### src/rtl/audio_sample_fetch.sv
// audio_sample_fetch: per-channel audio sample sequencer feeding the sigma-delta DAC.
// Fetches 16-bit words (two signed 8-bit samples, high byte first) over a req/ack
// port, steps samples at a programmable period, loops the buffer and drives an
// offset-binary 8-bit sample.
// Optional feature: define AUDIO_VOLUME_EN to enable the volume multiplier
// (adds one pipeline clock between a sample tick and sample_o).
module audio_sample_fetch #(
  parameter int unsigned ADDR_W   = 16,
  parameter int unsigned LEN_W    = 15,
  parameter int unsigned PERIOD_W = 15
) (
  input  logic                clk,
  input  logic                reset_ni,
  input  logic                start_i,
  input  logic                stop_i,
  input  logic [ADDR_W-1:0]   addr_i,
  input  logic [LEN_W-1:0]    len_i,
  input  logic [PERIOD_W-1:0] period_i,
  input  logic [7:0]          volume_i,
  output logic                mem_req_o,
  output logic [ADDR_W-1:0]   mem_addr_o,
  input  logic                mem_ack_i,
  input  logic [15:0]         mem_data_i,
  output logic                restart_o,
  output logic                underrun_o,
  output logic [7:0]          sample_o
);

  localparam logic [1:0] ST_IDLE = 2'd0;
  localparam logic [1:0] ST_FILL = 2'd1;
  localparam logic [1:0] ST_PLAY = 2'd2;

  localparam logic [7:0] MIDSCALE = 8'h80;

  // Control state
  logic [1:0]          state_q,      state_d;
  logic [ADDR_W-1:0]   start_addr_q, start_addr_d;
  logic [LEN_W-1:0]    len_q,        len_d;
  logic [PERIOD_W-1:0] period_q,     period_d;
  logic [ADDR_W-1:0]   ptr_q,        ptr_d;
  logic [LEN_W-1:0]    count_q,      count_d;
  logic [PERIOD_W-1:0] per_cnt_q,    per_cnt_d;
  logic                req_q,        req_d;
  logic                restart_q,    restart_d;
  logic                underrun_q,   underrun_d;

  // Sample buffers
  logic [15:0]         cur_q,        cur_d;
  logic                sel_lo_q,     sel_lo_d;
  logic [15:0]         next_q,       next_d;
  logic                next_vld_q,   next_vld_d;
  logic                upd_q,        upd_d;

  // Output path
  logic [7:0]          sample_q,     sample_d;
  logic [7:0]          sel_byte;

  logic                ack_ok;
  logic                tick;
  logic                kill;

  // An ack only counts while a request is actually outstanding
  assign ack_ok = mem_ack_i && req_q && (state_q != ST_IDLE);
  assign tick   = (state_q == ST_PLAY) && (per_cnt_q == '0);
  assign kill   = stop_i && !start_i;

  // Register bank for control state and buffers
  always_ff @(posedge clk or negedge reset_ni) begin
    if (!reset_ni) begin
      state_q      <= ST_IDLE;
      start_addr_q <= '0;
      len_q        <= '0;
      period_q     <= '0;
      ptr_q        <= '0;
      count_q      <= '0;
      per_cnt_q    <= '0;
      req_q        <= 1'b0;
      restart_q    <= 1'b0;
      underrun_q   <= 1'b0;
      cur_q        <= '0;
      sel_lo_q     <= 1'b0;
      next_q       <= '0;
      next_vld_q   <= 1'b0;
      upd_q        <= 1'b0;
    end else begin
      state_q      <= state_d;
      start_addr_q <= start_addr_d;
      len_q        <= len_d;
      period_q     <= period_d;
      ptr_q        <= ptr_d;
      count_q      <= count_d;
      per_cnt_q    <= per_cnt_d;
      req_q        <= req_d;
      restart_q    <= restart_d;
      underrun_q   <= underrun_d;
      cur_q        <= cur_d;
      sel_lo_q     <= sel_lo_d;
      next_q       <= next_d;
      next_vld_q   <= next_vld_d;
      upd_q        <= upd_d;
    end
  end

  // Next-state: start/stop, fetch handshake, period counter and sample stepping
  always_comb begin
    state_d      = state_q;
    start_addr_d = start_addr_q;
    len_d        = len_q;
    period_d     = period_q;
    ptr_d        = ptr_q;
    count_d      = count_q;
    per_cnt_d    = per_cnt_q;
    req_d        = req_q;
    restart_d    = 1'b0;
    underrun_d   = underrun_q;
    cur_d        = cur_q;
    sel_lo_d     = sel_lo_q;
    next_d       = next_q;
    next_vld_d   = next_vld_q;
    upd_d        = 1'b0;

    if (start_i) begin
      // Restart wins over stop; any in-flight request is abandoned
      state_d      = ST_FILL;
      start_addr_d = addr_i;
      len_d        = len_i;
      period_d     = period_i;
      ptr_d        = addr_i;
      count_d      = len_i;
      per_cnt_d    = period_i;
      req_d        = 1'b0;
      underrun_d   = 1'b0;
      sel_lo_d     = 1'b0;
      next_vld_d   = 1'b0;
    end else if (stop_i) begin
      state_d    = ST_IDLE;
      req_d      = 1'b0;
      next_vld_d = 1'b0;
    end else begin
      if (ack_ok) begin
        ptr_d     = (count_q == '0) ? start_addr_q : ptr_q + ADDR_W'(1);
        count_d   = (count_q == '0) ? len_q : count_q - LEN_W'(1);
        restart_d = (count_q == '0);
        if (state_q == ST_FILL) begin
          // First word goes straight to the playing buffer
          cur_d     = mem_data_i;
          sel_lo_d  = 1'b0;
          state_d   = ST_PLAY;
          per_cnt_d = period_q;
          upd_d     = 1'b1;
        end else begin
          next_d     = mem_data_i;
          next_vld_d = 1'b1;
        end
      end

      if (state_q == ST_PLAY) begin
        if (tick) begin
          per_cnt_d = period_q;
          upd_d     = 1'b1;
          if (!sel_lo_q) begin
            sel_lo_d = 1'b1;
          end else if (next_vld_q || ack_ok) begin
            // A word arriving on the tick clock is consumed directly
            cur_d      = next_vld_q ? next_q : mem_data_i;
            next_vld_d = 1'b0;
            sel_lo_d   = 1'b0;
          end else begin
            underrun_d = 1'b1;
          end
        end else begin
          per_cnt_d = per_cnt_q - PERIOD_W'(1);
        end
      end

      // Request whenever the next buffer is empty; drop for one clock after an ack
      req_d = (state_d != ST_IDLE) && !next_vld_d && !ack_ok;
    end
  end

  assign sel_byte = sel_lo_q ? cur_q[7:0] : cur_q[15:8];

`ifdef AUDIO_VOLUME_EN
  logic signed [7:0]  s_sel;
  logic signed [15:0] prod;
  logic signed [15:0] shr;
  logic [7:0]         scaled;
  logic [7:0]         scaled_q, scaled_d;
  logic               pv_q,     pv_d;

  // Signed sample times unsigned gain (0x80 = unity), saturated to 8 bits
  always_comb begin
    s_sel = $signed(sel_byte);
    prod  = 16'(s_sel) * 16'($signed({1'b0, volume_i}));
    shr   = prod >>> 7;
    if (shr > 16'sd127) begin
      scaled = 8'h7F;
    end else if (shr < -16'sd128) begin
      scaled = 8'h80;
    end else begin
      scaled = shr[7:0];
    end
  end

  // Two-stage output: scale on the update clock, convert to offset binary next
  always_comb begin
    scaled_d = scaled_q;
    pv_d     = 1'b0;
    sample_d = sample_q;
    if (kill) begin
      sample_d = MIDSCALE;
    end else begin
      if (upd_q) begin
        scaled_d = scaled;
        pv_d     = 1'b1;
      end
      if (pv_q) begin
        sample_d = scaled_q ^ MIDSCALE;
      end
    end
  end

  // Output pipeline registers
  always_ff @(posedge clk or negedge reset_ni) begin
    if (!reset_ni) begin
      scaled_q <= '0;
      pv_q     <= 1'b0;
      sample_q <= MIDSCALE;
    end else begin
      scaled_q <= scaled_d;
      pv_q     <= pv_d;
      sample_q <= sample_d;
    end
  end
`else
  logic unused_volume;
  assign unused_volume = ^volume_i;

  // Single-stage output: selected byte converted to offset binary
  always_comb begin
    sample_d = sample_q;
    if (kill) begin
      sample_d = MIDSCALE;
    end else if (upd_q) begin
      sample_d = sel_byte ^ MIDSCALE;
    end
  end

  // Output sample register
  always_ff @(posedge clk or negedge reset_ni) begin
    if (!reset_ni) begin
      sample_q <= MIDSCALE;
    end else begin
      sample_q <= sample_d;
    end
  end
`endif

  assign mem_req_o  = req_q;
  assign mem_addr_o = ptr_q;
  assign restart_o  = restart_q;
  assign underrun_o = underrun_q;
  assign sample_o   = sample_q;

endmodule

### config.mk
export PLATFORM = sky130hd
export DESIGN_NAME = audio_sample_fetch
export DESIGN_NICKNAME = d
export VERILOG_FILES = /design/src/rtl/audio_sample_fetch.sv
export SDC_FILE = /design/constraint.sdc
export NUM_CORES = 1
export LEC_CHECK = 0
export BUFFER_PORTS_ARGS = -buffer_cell sky130_fd_sc_hd__clkbuf_2
export CORE_ASPECT_RATIO = 1.1
export CORE_MARGIN = 3
export CORE_UTILIZATION = 44
export DETAILED_ROUTE_END_ITERATION = 16
export PLACE_DENSITY_LB_ADDON = 0.3
export SYNTH_ARGS = -nofsm -noshare
export SYNTH_HDL_FRONTEND = slang
export SYNTH_SLANG_ARGS = --single-unit
### constraint.sdc
create_clock -name clk -period 3.1 [get_ports clk]
set_input_delay 0.62 -clock clk [delete_from_list [all_inputs] [get_ports clk]]
set_output_delay 0.62 -clock clk [all_outputs]
set_load 0.02 [all_outputs]
==> impl_metrics.csv, run 1 <==
group,metric,value,unit
floorplan,die_w,127.4,um
sta,whs,0.2161,ns
layout,areaGrowthSynthToFinish,18.26,%
layout,nFillCells,1424,
sta,setup_viol,0,
yosys,async_flop_share,100.0,%
pwr,switchingPower,0.001303,W
worst_setup_path,arrival,2.84,ns
routing,drtIter0Drc,381,
min_path,hp-class,"in2async",
sta,drv_slew,0,
clock_network,post_cts_resized,0,
place,place_area,7878,sq um
worst_setup_path,rr_worst_depth,9,
place,gp_congestion,0.8725,
sta,rsz0062_at_grt,"no",
global_routing,grt_first_pass_wirelength,29700,um
yosys,synth_nets,768,
pwr,p_int,0.003516,W
place,hpwlAfterDp,12250,um
floorplan,initial_utilization,45.16,%
clock_network,h-tree-depth,4,
yosys,synth_seq_cells,140,
sta,fmax,394.0,MHz
global_routing,track_usage,20.53,%
worst_setup_path,path_class,"reg2reg",
sta,setup_tns,0,ns
clock_network,numCtsBuffers,17,
yosys,synth_cells,689,
routing,route.detailed.drc,0,
pwr,power_leakage,3.668,nW
routing,drtPass1Iterations,4,
worst_setup_path,reg2reg_setup_slack,0.56,ns
clock_network,clk_latency,0.42,ns
sta,finalCriticalPeriod,2.538,ns
layout,diodes,0,
sta,tightestPinTransition,1.033,ns
clock_network,cts_tree,"yes",
routing,vias,5879,
clock_network,ctsHoldBuffers,0,
clock_network,cts_root_buf,"clkbuf_16",
yosys,yosysTopAreaCellShare,48.76,%
yosys,synth_edf_count,0,
routing,vias_per_cell,5.891,
worst_setup_path,cp-startpoint,"count_q[0]",
worst_setup_path,cp-end-kind,"flop",
pwr,ir_drop,0.3991,mV
worst_setup_path,reg2reg_from,"count_q[0]",
yosys,ys_warn_count,0,
worst_setup_path,cp_max_fo,22,
layout,finalNetCount,864,
status,status,"finished clean",
layout,drive_gt1_share,29.20,%
yosys,synth.largest_area_cell,"dfrtp_1",
global_routing,grt_overflow,0,
layout,fin_cells,998,
floorplan,die_h,139.5,um
global_routing,grt_pass1_vias,6086,
yosys,synth.yosys.seq_area_share,49.13,%
worst_setup_path,reg2reg_to,"mem_addr_o[7]",
pwr,seq_power_share,45.8,%
sta,maxSlewHeadroom,30.91,%
place,portBuffers,93,
place,dp_cells,966,
pwr,swShare,27.05,%
pwr,p_clk_share,40.6,%
yosys,synth.distinct_cells,67,
worst_setup_path,start_kind,"flop",
sta,hold_viol,0,
pwr,power.total,0.004819,W
pwr,cellPowerDensity,571.3,nW/um^2
yosys,synth-main-ff-cell,"dfrtp_1",
sta,fin_crit_sh,81.87,%
floorplan,die_area,17780,sq um
yosys,syn_area_per_cell,10.35,sq um
floorplan,num_io_pins,102,
clock_network,clk_pin_slew,0.06,ns
layout,fin_area,8436,sq um
clock_network,clockBufferDepth,2,
sta,finalClockSkew,0.005972,ns
routing,routed_wl,17750,um
clock_network,clock_sinks,140,
floorplan,core_region_area,15800,sq um
floorplan,row_count,48,
global_routing,antenna_found_initial,0,
clock_network,cts_setup_buffers,0,
yosys,synth_area_leaders,"dfrtp_1 (49%), mux2_2 (9.6%), o21ai_0 (3.9%)",
routing,post_drt_wl_per_cell,17.78,um
pwr,p_comb_share,13.6,%
yosys,syn_area,7133,sq um
worst_setup_path,cp.required,3.40,ns
flow_run,max_cap_viol_count,0,
routing,drtAntennaViolNets,0,
global_routing,grt_max_degree,73,
Yosys cell counts, types with 11 or more instances:
master / count
mux2_2: 61
a22oi_1: 13
nand2_1: 54
a21oi_1: 30
nor3_1: 21
nor2_1: 41
o22ai_1: 19
inv_1: 24
nand3_1: 22
dfrtp_1: 139
o21ai_0: 55
a31oi_1: 11
clkbuf_1: 30
registers in the layout (all words and copies together) (netlist names), 2 cells and up:
name	count
sample_o	8
start_addr_q	16
cur_q	16
per_cnt_q	15
len_q	15
count_q	15
mem_addr_o	16
next_q	16
period_q	15
state_q	2
per-layer routing:
| layer | track usage (%) | up-vias | part of all wire (%) |
|---|---|---|---|
| met5 | 0 | - | 0 |
| met4 | 8.075 | 0 | 1.8 |
| met3 | 4.683 | 26 | 4.8 |
| met2 | 34.21 | 160 | 51 |
| met1 | 25.81 | 2926 | 42 |
| li1 | - | 2767 | - |
through the flow:
step,utilization [%],setup slack [ns]
finish,53.41,0.5619
global route,53.41,0.3278
CTS,53.41,0.5740
detailed placement,49.87,0.5950
global placement,49.87,0.6744
floorplan,-,0.8816
critical path, cell delays in order, from the launching register on:
cell     delay [ns]
dfrtp_1        0.41
inv_1          0.11
ha_1           0.22
nor3b_1        0.24
buf_4          0.17
nand3_2        0.07
or2_1          0.52
o21ai_0        0.30
a21oi_1        0.06
a221o_1        0.29
area by class of cell:
type	count	area, sq um	area share, %
Sequential cell	140	3505	41.55
Multi-Input combinational cell	484	3371	39.96
Timing Repair Buffer	118	661.9	7.846
Clock buffer	20	436.7	5.177
Tap cell	200	250.2	2.966
Clock inverter	12	121.4	1.439
Inverter	24	90.09	1.068
worst max-delay path by stage:
stage,endpoint,depth (start not counted)
final,mem_addr_o[7],9
after global placement,cur_q[2],6
after global routing,mem_addr_o[7],9
after CTS,mem_addr_o[7],9
after detailed placement,mem_addr_o[7],9
after floorplan,count_q[1],9
power by group through the flow:
stage	clock (W)	sequential [W]	combinational [W]
final	0.00196	0.00221	0.000655
after CTS	0.00200	0.00221	0.000664
after global placement	0	0.00222	0.000638
after global routing	0.00208	0.00224	0.000730
after floorplan	0	0.00223	0.000402
after detailed placement	0	0.00223	0.000663
cells by family (layout without fill, tap and decap cells):
logic type               after synthesis  after routing  synth area share [%]
AO/OA/AOI/OAI                        205            205                 20.31
adder cells (fa/ha/maj)                4              4                0.7017
flip-flops                           140            140                 49.13
buffers and inverters                 65            174                 3.613
AND/OR/NAND/NOR                      192            192                 13.75
XOR/XNOR                              13             13                 1.596
multiplexers                          70             70                 10.89
cells in the final DEF (no fill, tap or decap), types with 4 or more instances in the layout:
cell type / count
mux2_2: 61
or3_1: 6
clkbuf_2: 91
o22ai_1: 19
a211oi_1: 9
ha_1: 4
mux2i_1: 9
nand3_1: 22
clkinv_2: 6
buf_4: 26
nor4_1: 4
a2bb2oi_2: 10
o31ai_1: 5
nor3_1: 21
a221o_1: 9
o211ai_1: 9
a22oi_1: 13
inv_1: 24
a2bb2oi_1: 6
nand4_1: 8
a31oi_1: 11
clkbuf_16: 17
nand2_1: 54
a21oi_1: 30
o311ai_0: 5
nor2_1: 41
xor2_1: 10
o21ai_0: 55
dfrtp_1: 139
and3_1: 7
Note: power is estimated with default switching activity, not from simulation.
==> run 2, diff against run 1 <==
--- a/config.mk
+++ b/config.mk
@@ -5,6 +5,7 @@
 export SDC_FILE = /design/constraint.sdc
 export NUM_CORES = 1
 export LEC_CHECK = 0
+export ABC_AREA = 1
 export BUFFER_PORTS_ARGS = -buffer_cell sky130_fd_sc_hd__clkbuf_2
 export CORE_ASPECT_RATIO = 1.1
 export CORE_MARGIN = 3
==> constraint.sdc (replaced) <==
create_clock -name clk -period 2.16 [get_ports clk]
set_input_delay 0.432 -clock clk [delete_from_list [all_inputs] [get_ports clk]]
set_output_delay 0.432 -clock clk [all_outputs]
set_load 0.02 [all_outputs]
==> run 2 against run 1 <==
Against the previous run: via count up 20%; combinational power grew 74%; clock power grew 63%; hold slack gained 0.0013 ns; first-iteration DRC count up 52%; global-route usage is 0.54 points higher; die area grew 7.7%; highest routed layer unchanged.
==> impl_metrics.csv, run 2 <==
group,metric,value,unit
status,status,"finished clean",
yosys,ys_warn_count,0,
yosys,yosysTopAreaCellShare,45.12,%
global_routing,grt_overflow,0,
floorplan,die_w,132.2,um
worst_setup_path,crit_buf_inv,2,
routing,routed_wl,19540,um
clock_network,clockBufferDepth,2,
min_path,hp-class,"in2reg",
pwr,ir_drop,0.5858,mV
clock_network,h-tree-depth,4,
clock_network,cts_root_buf,"clkbuf_16",
worst_setup_path,cp.required,2.49,ns
clock_network,cts_tree,"yes",
yosys,synth_area_leaders,"dfrtp_1 (45%), nand2_1 (17%), o21ai_0 (5.8%)",
layout,diodes,0,
yosys,synth.yosys.seq_area_share,45.46,%
global_routing,grt_max_degree,69,
place,portBuffers,93,
layout,areaGrowthSynthToFinish,18.71,%
global_routing,grt_pass1_vias,6705,
yosys,synth_edf_count,0,
worst_setup_path,critPathTopFamily,"simple AND/OR/NAND/NOR gates",
layout,multiInputGateArea,3667,sq um
sta,hold_viol,0,
worst_setup_path,arrival,2.24,ns
worst_setup_path,cp-end-kind,"flop",
routing,vias_per_cell,5.055,
routing,dr.max_layer_used,"met4",
routing,vias,7057,
global_routing,antenna_found_initial,0,
sta,fin_crit_sh,88.29,%
floorplan,die_area,19150,sq um
routing,wl_met1,8816,um
worst_setup_path,start_kind,"flop",
layout,drive_gt1_share,16.52,%
worst_setup_path,cp_max_fo,6,
routing,drtAntennaViolNets,0,
worst_setup_path,max_stage_delay,0.38,ns
place,hpwlAfterDp,13620,um
floorplan,row_count,50,
worst_setup_path,cpMostUsedCell,"nand2_1",
floorplan,core_region_area,17080,sq um
pwr,cellPowerDensity,814.7,nW/um^2
floorplan,die_h,144.8,um
flow_run,max_cap_viol_count,0,
yosys,synth.distinct_cells,40,
yosys,async_flop_share,100.0,%
clock_network,clk_pin_slew,0.07,ns
yosys,syn_area,7710,sq um
floorplan,num_io_pins,102,
sta,finalCriticalPeriod,1.907,ns
routing,wl_met3,1019,um
yosys,synth.largest_area_cell,"dfrtp_1",
layout,nFillCells,1670,
routing,drtIter0Drc,581,
worst_setup_path,path_class,"reg2reg",
worst_setup_path,path_cells,"inv_1 -> ha_1 -> nand2_1 -> nor2_2 -> nand3_2 -> nor2_4 -> buf_4 -> nand2_1 -> o2111ai_1",
routing,dr_wl_met2,9421,um
clock_network,cts_setup_buffers,0,
pwr,power_leakage,4.661,nW
layout,layout.cells.most_common,"nand2_1",
worst_setup_path,reg2reg_setup_slack,0.25,ns
clock_network,clock_sinks,140,
yosys,synth_cells,1053,
layout,finalNetCount,1228,
yosys,synth_nets,1132,
global_routing,grt_first_pass_wirelength,32860,um
sta,maxSlewHeadroom,59.89,%
layout,final_cell_mix,"nand2_1 (345), dfrtp_1 (139), nor2_1 (95)",
routing,post_drt_wl_per_cell,13.99,um
layout,register_area,3505,sq um
yosys,yosys.cell_count.top_type,"nand2_1",
yosys,ys_top_cells_by_count,"nand2_1 (346), dfrtp_1 (139), nor2_1 (95), o21ai_0 (89), inv_1 (82)",
sta,whs,0.2173,ns
yosys,syn_area_per_cell,7.322,sq um
sta,fmax,524.4,MHz
place,gp_congestion,0.8917,
yosys,synth_seq_cells,140,
worst_setup_path,slowest_stage,"dfrtp_1",
routing,drtPass1Iterations,5,
yosys,synth-main-ff-cell,"dfrtp_1",
sta,setup_tns,0,ns
sta,tightestPinTransition,0.6017,ns
sta,setup_viol,0,
sta,drv_slew,0,
clock_network,numCtsBuffers,17,
clock_network,clk_latency,0.43,ns
global_routing,track_usage,21.07,%
pwr,power.total,0.007457,W
sta,rsz0062_at_grt,"no",
floorplan,initial_utilization,45.14,%
sta,finalClockSkew,0.01248,ns
routing,route.detailed.drc,0,
-- run 2: cell families (layout without fill, tap and decap cells) --
group           after synthesis  after routing  share of synthesized area (%)
simple gates                579            579                          32.23
compound gates              171            171                          11.78
xor+xnor                     15             15                          1.704
buf+inv                     136            245                          7.011
flops                       140            140                          45.46
fa+ha+maj                     4              4                         0.6492
mux                           8              8                          1.168
-- run 2: layout make-up --
type / instances / area share [%]
clock buffer: 19 / 4.949
sequential: 140 / 38.29
tap: 234 / 3.199
timing repair buffer: 118 / 7.532
multi-input combinational: 777 / 40.07
inverter: 95 / 3.910
clock inverter: 13 / 2.051
-- run 2: path summary, 6_finish.rpt --
path,from,depth (start not counted),to
worst max-delay path,count_q[0],9,count_q[0]
worst min-delay path,period_i[11],3,period_q[11]
worst max register to register,count_q[0],9,count_q[0]
worst min register to register,period_q[4],2,period_q[4]
max in group asynchronous,reset_ni,3,next_q[2]
min in group asynchronous,reset_ni,2,len_q[8]
-- run 2: repair_timing --
| item | CTS | global route |
|---|---|---|
| endpoints found under the setup margin | 0 | 1 |
| endpoints found under the hold margin | 37 | 0 |
| hold buffers | 1 | 0 |
| gates resized for setup | 0 | 1 |
-- run 2: per-stage QoR --
stage	std cells	util (%)	area (sq um)	setup slack, ns
global route	1396	53.59	9153	0.04956
global placement	1363	49.77	8499	0.2891
finish	1396	53.59	9153	0.2530
detailed placement	1363	49.77	8499	0.2559
floorplan	1053	-	7710	0.5167
CTS	1396	53.58	9150	0.2320
-- run 2: report_power, final --
group          total [W]  internal, W  leakage, nW  switching (W)
clock network    0.00319      0.00200        0.306        0.00119
registers        0.00313      0.00289         1.75       0.000238
logic            0.00114     0.000431         2.60       0.000709
total            0.00746      0.00532         4.66        0.00213
-- run 2: per-layer routing --
metal  vias up  global-route usage (%)
met5         -                       0
met4         0                   7.002
met3        23                   4.461
met2       166                   36.17
met1      3266                   26.86
li1       3602                       -
-- run 2: worst reg2reg max path, stage by stage, from the launching register on --
cell and delay, ns:
dfrtp_1 0.38, inv_1 0.11, ha_1 0.23, nand2_1 0.18
nor2_2 0.20, nand3_2 0.19, nor2_4 0.21, buf_4 0.18
nand2_1 0.06, o2111ai_1 0.08
